`config.mk`:
```
export PLATFORM = sky130hd
export DESIGN_NAME = udp_conn_filter
export DESIGN_NICKNAME = d
export VERILOG_FILES = /design/src/rtl/udp_conn_filter.sv
export SDC_FILE = /design/constraint.sdc
export NUM_CORES = 2
export LEC_CHECK = 0
export CAP_MARGIN = 20
export CORE_MARGIN = 2
export CORE_UTILIZATION = 35
export CTS_CLUSTER_DIAMETER = 200
export DETAILED_ROUTE_END_ITERATION = 7
export MAX_ROUTING_LAYER = met4
export SETUP_SLACK_MARGIN = 0.05
export SYNTH_ARGS = -nofsm -noshare
export SYNTH_HDL_FRONTEND = slang
export SYNTH_MEMORY_MAX_BITS = 65536
export SYNTH_SLANG_ARGS = --single-unit
```
`constraint.sdc`:
```
create_clock -name clk -period 5.3 [get_ports clk]
set_input_delay 1.325 -clock clk [delete_from_list [all_inputs] [get_ports clk]]
set_output_delay 1.325 -clock clk [all_outputs]
set_load 0.01 [all_outputs]
```
`src/rtl/udp_conn_filter.sv`:
```
// Ingress connection filter: looks up a key taken from the first beat of each packet, buffers the
// packet until the ordered result returns, then forwards it tagged with the connection id or discards it.
module udp_conn_filter #(
    parameter int DATA_WIDTH = 64,
    parameter int KEY_WIDTH  = 32,
    parameter int KEY_LSB    = 0,
    parameter int RESP_WIDTH = 18,
    parameter int DATA_DEPTH = 64,
    parameter int META_DEPTH = 8
) (
    input  logic                  clk,
    input  logic                  rst_n,
    input  logic                  s_axis_tvalid,
    output logic                  s_axis_tready,
    input  logic [DATA_WIDTH-1:0] s_axis_tdata,
    input  logic                  s_axis_tlast,
    output logic                  m_lookup_valid,
    input  logic                  m_lookup_ready,
    output logic [KEY_WIDTH-1:0]  m_lookup_key,
    input  logic                  s_lookup_valid,
    input  logic                  s_lookup_hit,
    input  logic [RESP_WIDTH-1:0] s_lookup_resp,
    output logic                  s_lookup_ready,
    output logic                  m_axis_tvalid,
    input  logic                  m_axis_tready,
    output logic [DATA_WIDTH-1:0] m_axis_tdata,
    output logic                  m_axis_tlast,
    output logic [RESP_WIDTH-1:0] m_axis_tuser,
    output logic [31:0]           pass_count,
    output logic [31:0]           drop_count
);
    localparam int DAW = $clog2(DATA_DEPTH);
    localparam int MAW = $clog2(META_DEPTH);
    localparam logic [DAW:0] DATA_FULL = (DAW+1)'(DATA_DEPTH);
    localparam logic [MAW:0] META_FULL = (MAW+1)'(META_DEPTH);

    typedef enum logic [1:0] {IDLE, PASS, DROP} state_t;
    state_t state, state_nxt;

    logic                  sop;
    logic [MAW:0]          pending;

    logic [DATA_WIDTH:0]   data_mem [DATA_DEPTH];
    logic [DAW-1:0]        d_wr, d_rd;
    logic [DAW:0]          d_cnt;
    logic [RESP_WIDTH:0]   res_mem [META_DEPTH];
    logic [MAW-1:0]        r_wr, r_rd;
    logic [MAW:0]          r_cnt;

    logic data_full, data_empty, res_full, res_empty, room;
    logic accept, issue, d_push, d_pop, r_push, r_pop;
    logic [DATA_WIDTH:0]   d_head;
    logic [RESP_WIDTH:0]   r_head;

    assign data_full  = d_cnt == DATA_FULL;
    assign data_empty = d_cnt == '0;
    assign res_full   = r_cnt == META_FULL;
    assign res_empty  = r_cnt == '0;
    assign room       = pending < META_FULL;

    // A first beat is only accepted together with its lookup handshake; both are held off in reset.
    assign s_axis_tready  = rst_n && !data_full && (!sop || (m_lookup_ready && room));
    assign m_lookup_valid = rst_n && s_axis_tvalid && sop && !data_full && room;
    assign m_lookup_key   = s_axis_tdata[KEY_LSB +: KEY_WIDTH];
    assign s_lookup_ready = 1'b1;

    assign accept = s_axis_tvalid && s_axis_tready;
    assign issue  = m_lookup_valid && m_lookup_ready;
    assign d_push = accept;
    assign r_push = s_lookup_valid && !res_full;
    assign d_head = data_mem[d_rd];
    assign r_head = res_mem[r_rd];

    always_comb begin
        state_nxt     = state;
        r_pop         = 1'b0;
        d_pop         = 1'b0;
        m_axis_tvalid = 1'b0;
        case (state)
            IDLE: begin
                if (!res_empty) begin
                    r_pop     = 1'b1;
                    state_nxt = r_head[RESP_WIDTH] ? PASS : DROP;
                end
            end
            PASS: begin
                m_axis_tvalid = !data_empty;
                d_pop         = m_axis_tvalid && m_axis_tready;
                if (d_pop && d_head[0]) state_nxt = IDLE;
            end
            DROP: begin
                d_pop = !data_empty;
                if (d_pop && d_head[0]) state_nxt = IDLE;
            end
            default: state_nxt = IDLE;
        endcase
    end

    // Gate the head so nothing stale leaks out while no beat is being presented.
    assign m_axis_tdata = m_axis_tvalid ? d_head[DATA_WIDTH:1] : '0;
    assign m_axis_tlast = m_axis_tvalid && d_head[0];

    always_ff @(posedge clk) begin
        if (d_push) data_mem[d_wr] <= {s_axis_tdata, s_axis_tlast};
        if (r_push) res_mem[r_wr]  <= {s_lookup_hit, s_lookup_resp};
    end

    always_ff @(posedge clk or negedge rst_n) begin
        if (!rst_n) begin
            state        <= IDLE;
            sop          <= 1'b1;
            pending      <= '0;
            d_wr         <= '0;
            d_rd         <= '0;
            d_cnt        <= '0;
            r_wr         <= '0;
            r_rd         <= '0;
            r_cnt        <= '0;
            m_axis_tuser <= '0;
            pass_count   <= '0;
            drop_count   <= '0;
        end else begin
            state <= state_nxt;
            if (accept) sop <= s_axis_tlast;
            case ({issue, r_pop})
                2'b10:   pending <= pending + (MAW+1)'(1);
                2'b01:   pending <= pending - (MAW+1)'(1);
                default: pending <= pending;
            endcase
            if (d_push) d_wr <= d_wr + DAW'(1);
            if (d_pop)  d_rd <= d_rd + DAW'(1);
            d_cnt <= d_cnt + (DAW+1)'(d_push) - (DAW+1)'(d_pop);
            if (r_push) r_wr <= r_wr + MAW'(1);
            if (r_pop)  r_rd <= r_rd + MAW'(1);
            r_cnt <= r_cnt + (MAW+1)'(r_push) - (MAW+1)'(r_pop);
            if (r_pop) m_axis_tuser <= r_head[RESP_WIDTH-1:0];
            if (state == PASS && d_pop && d_head[0]) pass_count <= pass_count + 32'd1;
            if (state == DROP && d_pop && d_head[0]) drop_count <= drop_count + 32'd1;
        end
    end

    // The pending limit keeps the result FIFO from overflowing; a push while full is dropped.
    res_overflow: assert property (@(posedge clk) disable iff (!rst_n) !(s_lookup_valid && res_full));

endmodule

```
* Word level (Yosys, flattened, before mapping)
Memory sizes are Yosys's and may differ from the RTL's.
Index checks and enable logic that the tools add are counted.
** Word-level totals
- Memories kept :: 2
- Flip-flop bits (word level) :: 118
- Word-level logic and storage cells :: 79
- Memory bits (writable) :: 4312
- Output and inout port bits :: 183
** Operators by class
- Multiplexer cells :: 15
- Eq/ne operators :: 9
- $add $sub $neg :: 12
- Order comparisons :: 1
- Reductions and logical operators :: 28
** Memories
- data_mem :: words 64, bits a word 65, rd ports 1, clocked after memory_dff 0, write ports 1, RTL line 43 : logic [DATA_WIDTH:0] data_mem [DATA_DEPTH];
- res_mem :: words 8, bits a word 19, rd ports 1, clocked after memory_dff 0, write ports 1, RTL line 46 : logic [RESP_WIDTH:0] res_mem [META_DEPTH];
** Operators with widths (number)
- $add A32 B1 Y32 const B :: 2
- $mux W64 :: 1
- $logic_and A1 B1 Y1 :: 18
- $add A6 B1 Y6 const B :: 2
- $mux W2 :: 4
- $pmux W4 S2 :: 1
- $add A7 B1 Y7 :: 1
- $eq A7 B7 Y1 const B :: 1
- $logic_not A7 Y1 :: 1
- $mux W1 :: 7
- $sub A7 B1 Y7 :: 1
- $add A3 B1 Y3 const B :: 2
- $ne A2 B2 Y1 const B :: 3
- $pmux W2 S3 :: 1
- $add A4 B1 Y4 :: 1
- $add A4 B1 Y4 const B :: 1
- $eq A2 B1 Y1 const B :: 2
- $eq A2 B2 Y1 const B :: 2
- $eq A4 B4 Y1 const B :: 1
- $logic_not A1 Y1 :: 4
- $logic_not A4 Y1 :: 1
- $lt A4 B4 Y1 const B :: 1
- $sub A4 B1 Y4 :: 1
- $sub A4 B1 Y4 const B :: 1
- 5 further kinds :: 5

* Logic depth before layout (Yosys ltp)
- Word-level depth :: 7
- Depth in mapped cells :: 17

* Least setup slack after synthesis
No wires, ideal clock.
- Path type :: in2reg
- From :: in rst_n
- To :: mem data_mem[47][0] in the netlist's numbering (enable)
- Path slack :: -0.374 ns
- Stages :: 7
- Data required time :: 4.811 ns
- Arrival :: 5.186 ns
- Path through :: o21ai_0 -> a21oi_1 -> and2_1 -> clkbuf_1 -> nand4_1 -> clkbuf_1 -> nor2_1
** On the way
- Word-level cells in the longest chain between the ends :: 5
** Ends and longest elaborated chain
- start: declaration :: RTL line 12 : input logic rst_n,
- $logic_and A1 B1 Y1 (2 in series) :: RTL line 62 : assign s_axis_tready = rst_n && !data_full && (!sop || (m_lookup_ready && room));
- net s_axis_tready :: RTL line 14 : output logic s_axis_tready,
- $logic_and A1 B1 Y1 :: RTL line 67 : assign accept = s_axis_tvalid && s_axis_tready;
- $mux W1 :: RTL line 104 : if (d_push) data_mem[d_wr] <= {s_axis_tdata, s_axis_tlast};
- $mux W1 (implied by the code) :: RTL line 104
- end: declaration :: RTL line 43
The timed path passes the listed nets, and every way through them passes these cells.

* Final worst setup path
- From :: reg d_rd[0]
- To :: out m_axis_tdata[37]
** On the way
- Word-level cells in the longest chain between the ends :: 2
** Ends and longest elaborated chain
- start: declaration :: RTL line 44 : logic [DAW-1:0] d_wr, d_rd;
- start signal: assignment :: RTL line 131 : if (d_pop) d_rd <= d_rd + DAW'(1);
- $mem_v2 Z64 W65
- $mux W64 :: RTL line 100 : assign m_axis_tdata = m_axis_tvalid ? d_head[DATA_WIDTH:1] : '0;
- end: declaration :: RTL line 26 : output logic [DATA_WIDTH-1:0] m_axis_tdata,
Every way passes these cells.

==> flow_summary_export.csv <==
group,metric,value,unit
run_status,outcome,"finished with violations",
run_status,violations,"setup timing",
layout,fillCellCount,40800,
flow_run,cap_viol_max_count,0,
detailed_routing,routedWlPerCell,33.3,um
hold_path,hold_path.class,"input port to asynchronous set/reset pin",
floorplan,fp.dieH,700,um
global_routing,gr-total-overflow,0,
timing,slew_headroom,22.6,%
yosys,synth-seq-area-share,78.1,%
yosys,ys_warn_count,0,
yosys,syn_area_per_cell,24.9,um2
yosys,synth_top_family_by_area,"multiplexers",
yosys,synth.largest_area_cell,"edfxtp_1",
global_routing,antenna_found_initial,40,
yosys,synth-xor-area-share,0.449,%
pwr,seqPwrFrac,39.1,%
detailed_routing,wirelength,485,mm
layout,synthToLayoutAreaGrowth,19.6,%
pwr,ir_drop,0.325,mV
yosys,synth_area_leaders,"edfxtp_1 (76%), mux4_2 (19%), dfrtp_1 (1.7%), clkbuf_1 (0.45%), buf_2 (0.30%)",
layout,post-route-cell-area,203000,um2
clock_tree,path_clk_slew,0.06,ns
detailed_routing,drt_iter0_drc,12400,
placed_design,pre_cts_ws,0.228,ns
pwr,p_sw_share,27.7,%
yosys,synth_commonest_cells,"edfxtp_1 (4312), mux4_2 (1393), clkbuf_1 (202)",
global_routing,grt_max_degree,80,
yosys,ys_types,59,
timing,max_freq,182,MHz
critical_path,required,3.97,ns
layout,drive_gt1_share,36.0,%
clock_tree,clkSinkCount,4430,
detailed_routing,routedLengthMet1,189,mm
timing,fin_crit,5.51,ns
yosys,synthCells,6819,
detailed_routing,vias,81700,
floorplan,ios,273,
placed_design,port_buffers,271,
layout,finalNonFillerCells,14600,
detailed_routing,drc,0,
timing,finalSetupViolations,59,
yosys,ys_seq_elements,4430,
detailed_routing,wl_met2,237,mm
pwr,switchingPower,28.2,mW
clock_tree,cts_root_buf,"clkbuf_16",
critical_path,critPathArrivalTime,4.18,ns
detailed_routing,vias_per_cell,5.60,
floorplan,die_w,700,um
timing,finalHoldViolations,0,
yosys,syn_area,170000,um2
layout,final_nets,7900,
clock_tree,cts_buffers,431,
clock_tree,clkLatencyLatePin,1.01,ns
pwr,power.share.clock,29.6,%
critical_path,start_kind,"flop",
placed_design,dp_hpwl,245,mm
yosys,yosys.area.top_type_share,76.4,%
clock_tree,tritoncts,"built",
yosys,synth-compound-area-share,0.213,%
yosys,ys_dominant_reg_cell,"edfxtp_1",
timing,worst_slack,-0.206,ns
floorplan,coreArea,482000,um2
yosys,async_flop_share,2.66,%
global_routing,grt_pass1_wl,666,mm
detailed_routing,detail-route-antenna-nets,0,
global_routing,grt_use_total,20.0,%
pwr,leakage,63.5,nW
timing,fin_crit_sh,104,%
yosys,synthMuxAreaShare,18.7,%
global_routing,grt_pass1_vias,82100,
critical_path,crit_fanout,7,
timing,rsz0062_at_grt,"yes",
clock_tree,htree_levels,5,
timing,fin_skew,0.0833,ns
pwr,internal_power,73.6,mW
layout,utilization,42.0,%
pwr,combPwrFrac,31.2,%
detailed_routing,top_layer_used,"met4",
yosys,synth-edff-count,4312,
pwr,p_per_area,502,nW/um2
floorplan,row_count,255,
critical_path,crit_path_end_kind,"primary output",
detailed_routing,met3_wirelength,44.1,mm
placed_design,placedCellCount,13500,
yosys,synth.most_common_cell,"edfxtp_1",
yosys,synth-simple-area-share,1.17,%
timing,worst_pin_slew,1.16,ns
placed_design,gp_congestion,0.775,
placed_design,placed_area,184000,um2
critical_path,worstSetupPathType,"flop to primary output",
floorplan,floorplan.initialDensity,35.1,%
clock_tree,clockBufferDepth,4,
detailed_routing,first_pass_iters,7,
floorplan,dieArea,490000,um2
yosys,synth_fa_ha_area_share,0.227,%
timing,drv_slew,0,
yosys,syn_nets,6938,
==> layout by cell type, fill, tap and decap left out, types with 52 or more instances in the layout <==
cell | synthesis | routed
nor2_4 | 0 | 65
nand2_1 | 61 | 60
clkdlybuf4s50_1 | 0 | 140
mux4_2 | 1393 | 1393
clkbuf_1 | 202 | 82
clkbuf_16 | 0 | 453
clkinv_2 | 0 | 74
buf_16 | 0 | 71
buf_2 | 101 | 71
buf_4 | 38 | 259
nor2b_4 | 0 | 52
buf_12 | 0 | 218
buf_6 | 3 | 107
clkinv_1 | 0 | 105
dfrtp_1 | 117 | 110
edfxtp_1 | 4312 | 4312
==> final timing paths <==
check / slack (ns) / start / end / cells past startpoint
hold reg to reg: 0.49 / sop / sop / 2
max in group asynchronous: 3.62 / rst_n / m_axis_tuser[6] / 4
min in group clk: 0.49 / sop / sop / 2
setup / recovery: -0.21 / d_rd[0] / m_axis_tdata[37] / 11
hold / removal: 0.47 / rst_n / d_wr[3] / 2
setup reg to reg: 1.23 / d_rd[0] / pass_count[31] / 14
==> metrics by stage <==
step | setup TNS, ns | power (mW) | hold WS (ns)
after detailed placement | 0 | 68.0 | 0.480
final | -6.09 | 102 | 0.465
after CTS | -15.32 | 102 | 0.403
after global placement | -0.273 | 67.7 | 0.464
after floorplan | -1272.57 | 58.3 | 0.447
after global routing | -11.09 | 105 | 0.479
==> final cells by class <==
| cell class | instances | area [um2] | share of cell area, % |
|---|---|---|---|
| Tap cell | 6425 | 8040 | 3.96 |
| Antenna cell | 29 | 72.6 | 0.0358 |
| Inverter | 32 | 120 | 0.0592 |
| Sequential cell | 4430 | 132000 | 65.3 |
| Timing Repair Buffer | 911 | 12100 | 5.97 |
| Clock inverter | 263 | 2460 | 1.21 |
| Clock buffer | 525 | 11300 | 5.58 |
| Multi-Input combinational cell | 1975 | 36200 | 17.9 |
==> worst max-delay path: stages (launching register included) <==
cell and delay [ns]:
dfrtp_4 0.51, buf_12 0.15, buf_16 0.15, buf_16 0.16, buf_16 0.15, buf_4 0.14
buf_12 0.12, mux4_2 0.41, mux4_2 0.54, mux4_2 0.51, nor2b_1 0.16, buf_4 0.20
==> registers in the layout, summed over array words and instances, names as in the netlist, 6 cells and up <==
| signal | flops |
|---|---|
| data_mem | 4160 |
| m_axis_tuser | 18 |
| d_rd | 6 |
| pass_count | 32 |
| d_cnt | 7 |
| drop_count | 32 |
| res_mem | 152 |
| d_wr | 6 |
==> metal layers <==
metal	track usage, %	vias to the layer above
met4	5.23	0
li1	-	31500
met3	3.18	749
met1	26.7	45100
met5	-	-
met2	32.1	4388
==> kinds of logic after synthesis <==
| logic type | after synthesis |
|---|---|
| buffers and inverters | 414 |
| xor gates and xnor gates | 87 |
| DFF | 4430 |
| other | 1 |
| adders and majority gates | 29 |
| and+or+nand+nor | 374 |
| AOI/OAI and AO/OA | 56 |
| muxes | 1428 |
==> timing repair <==
| item | CTS | global route |
|---|---|---|
| hold endpoints to repair | 0 | 0 |
| buffers inserted | 180 | 36 |
| pin swaps | 3 | 4 |
| resized for setup | 503 | 188 |
| cloned | 46 | 17 |
| hold buffers | 0 | 0 |
| endpoints found under the setup margin | 65 | 66 |
==> power by group through the flow <==
stage | clock [mW] | sequential (mW) | combinational, mW
after floorplan | 0 | 40.3 | 18.0
after global placement | 0 | 40.6 | 27.1
after detailed placement | 0 | 40.6 | 27.3
after CTS | 30.6 | 39.9 | 31.5
after global routing | 31.9 | 39.9 | 33.4
final | 30.2 | 39.8 | 31.8
No activity file was read; power rests on OpenSTA's default activity.
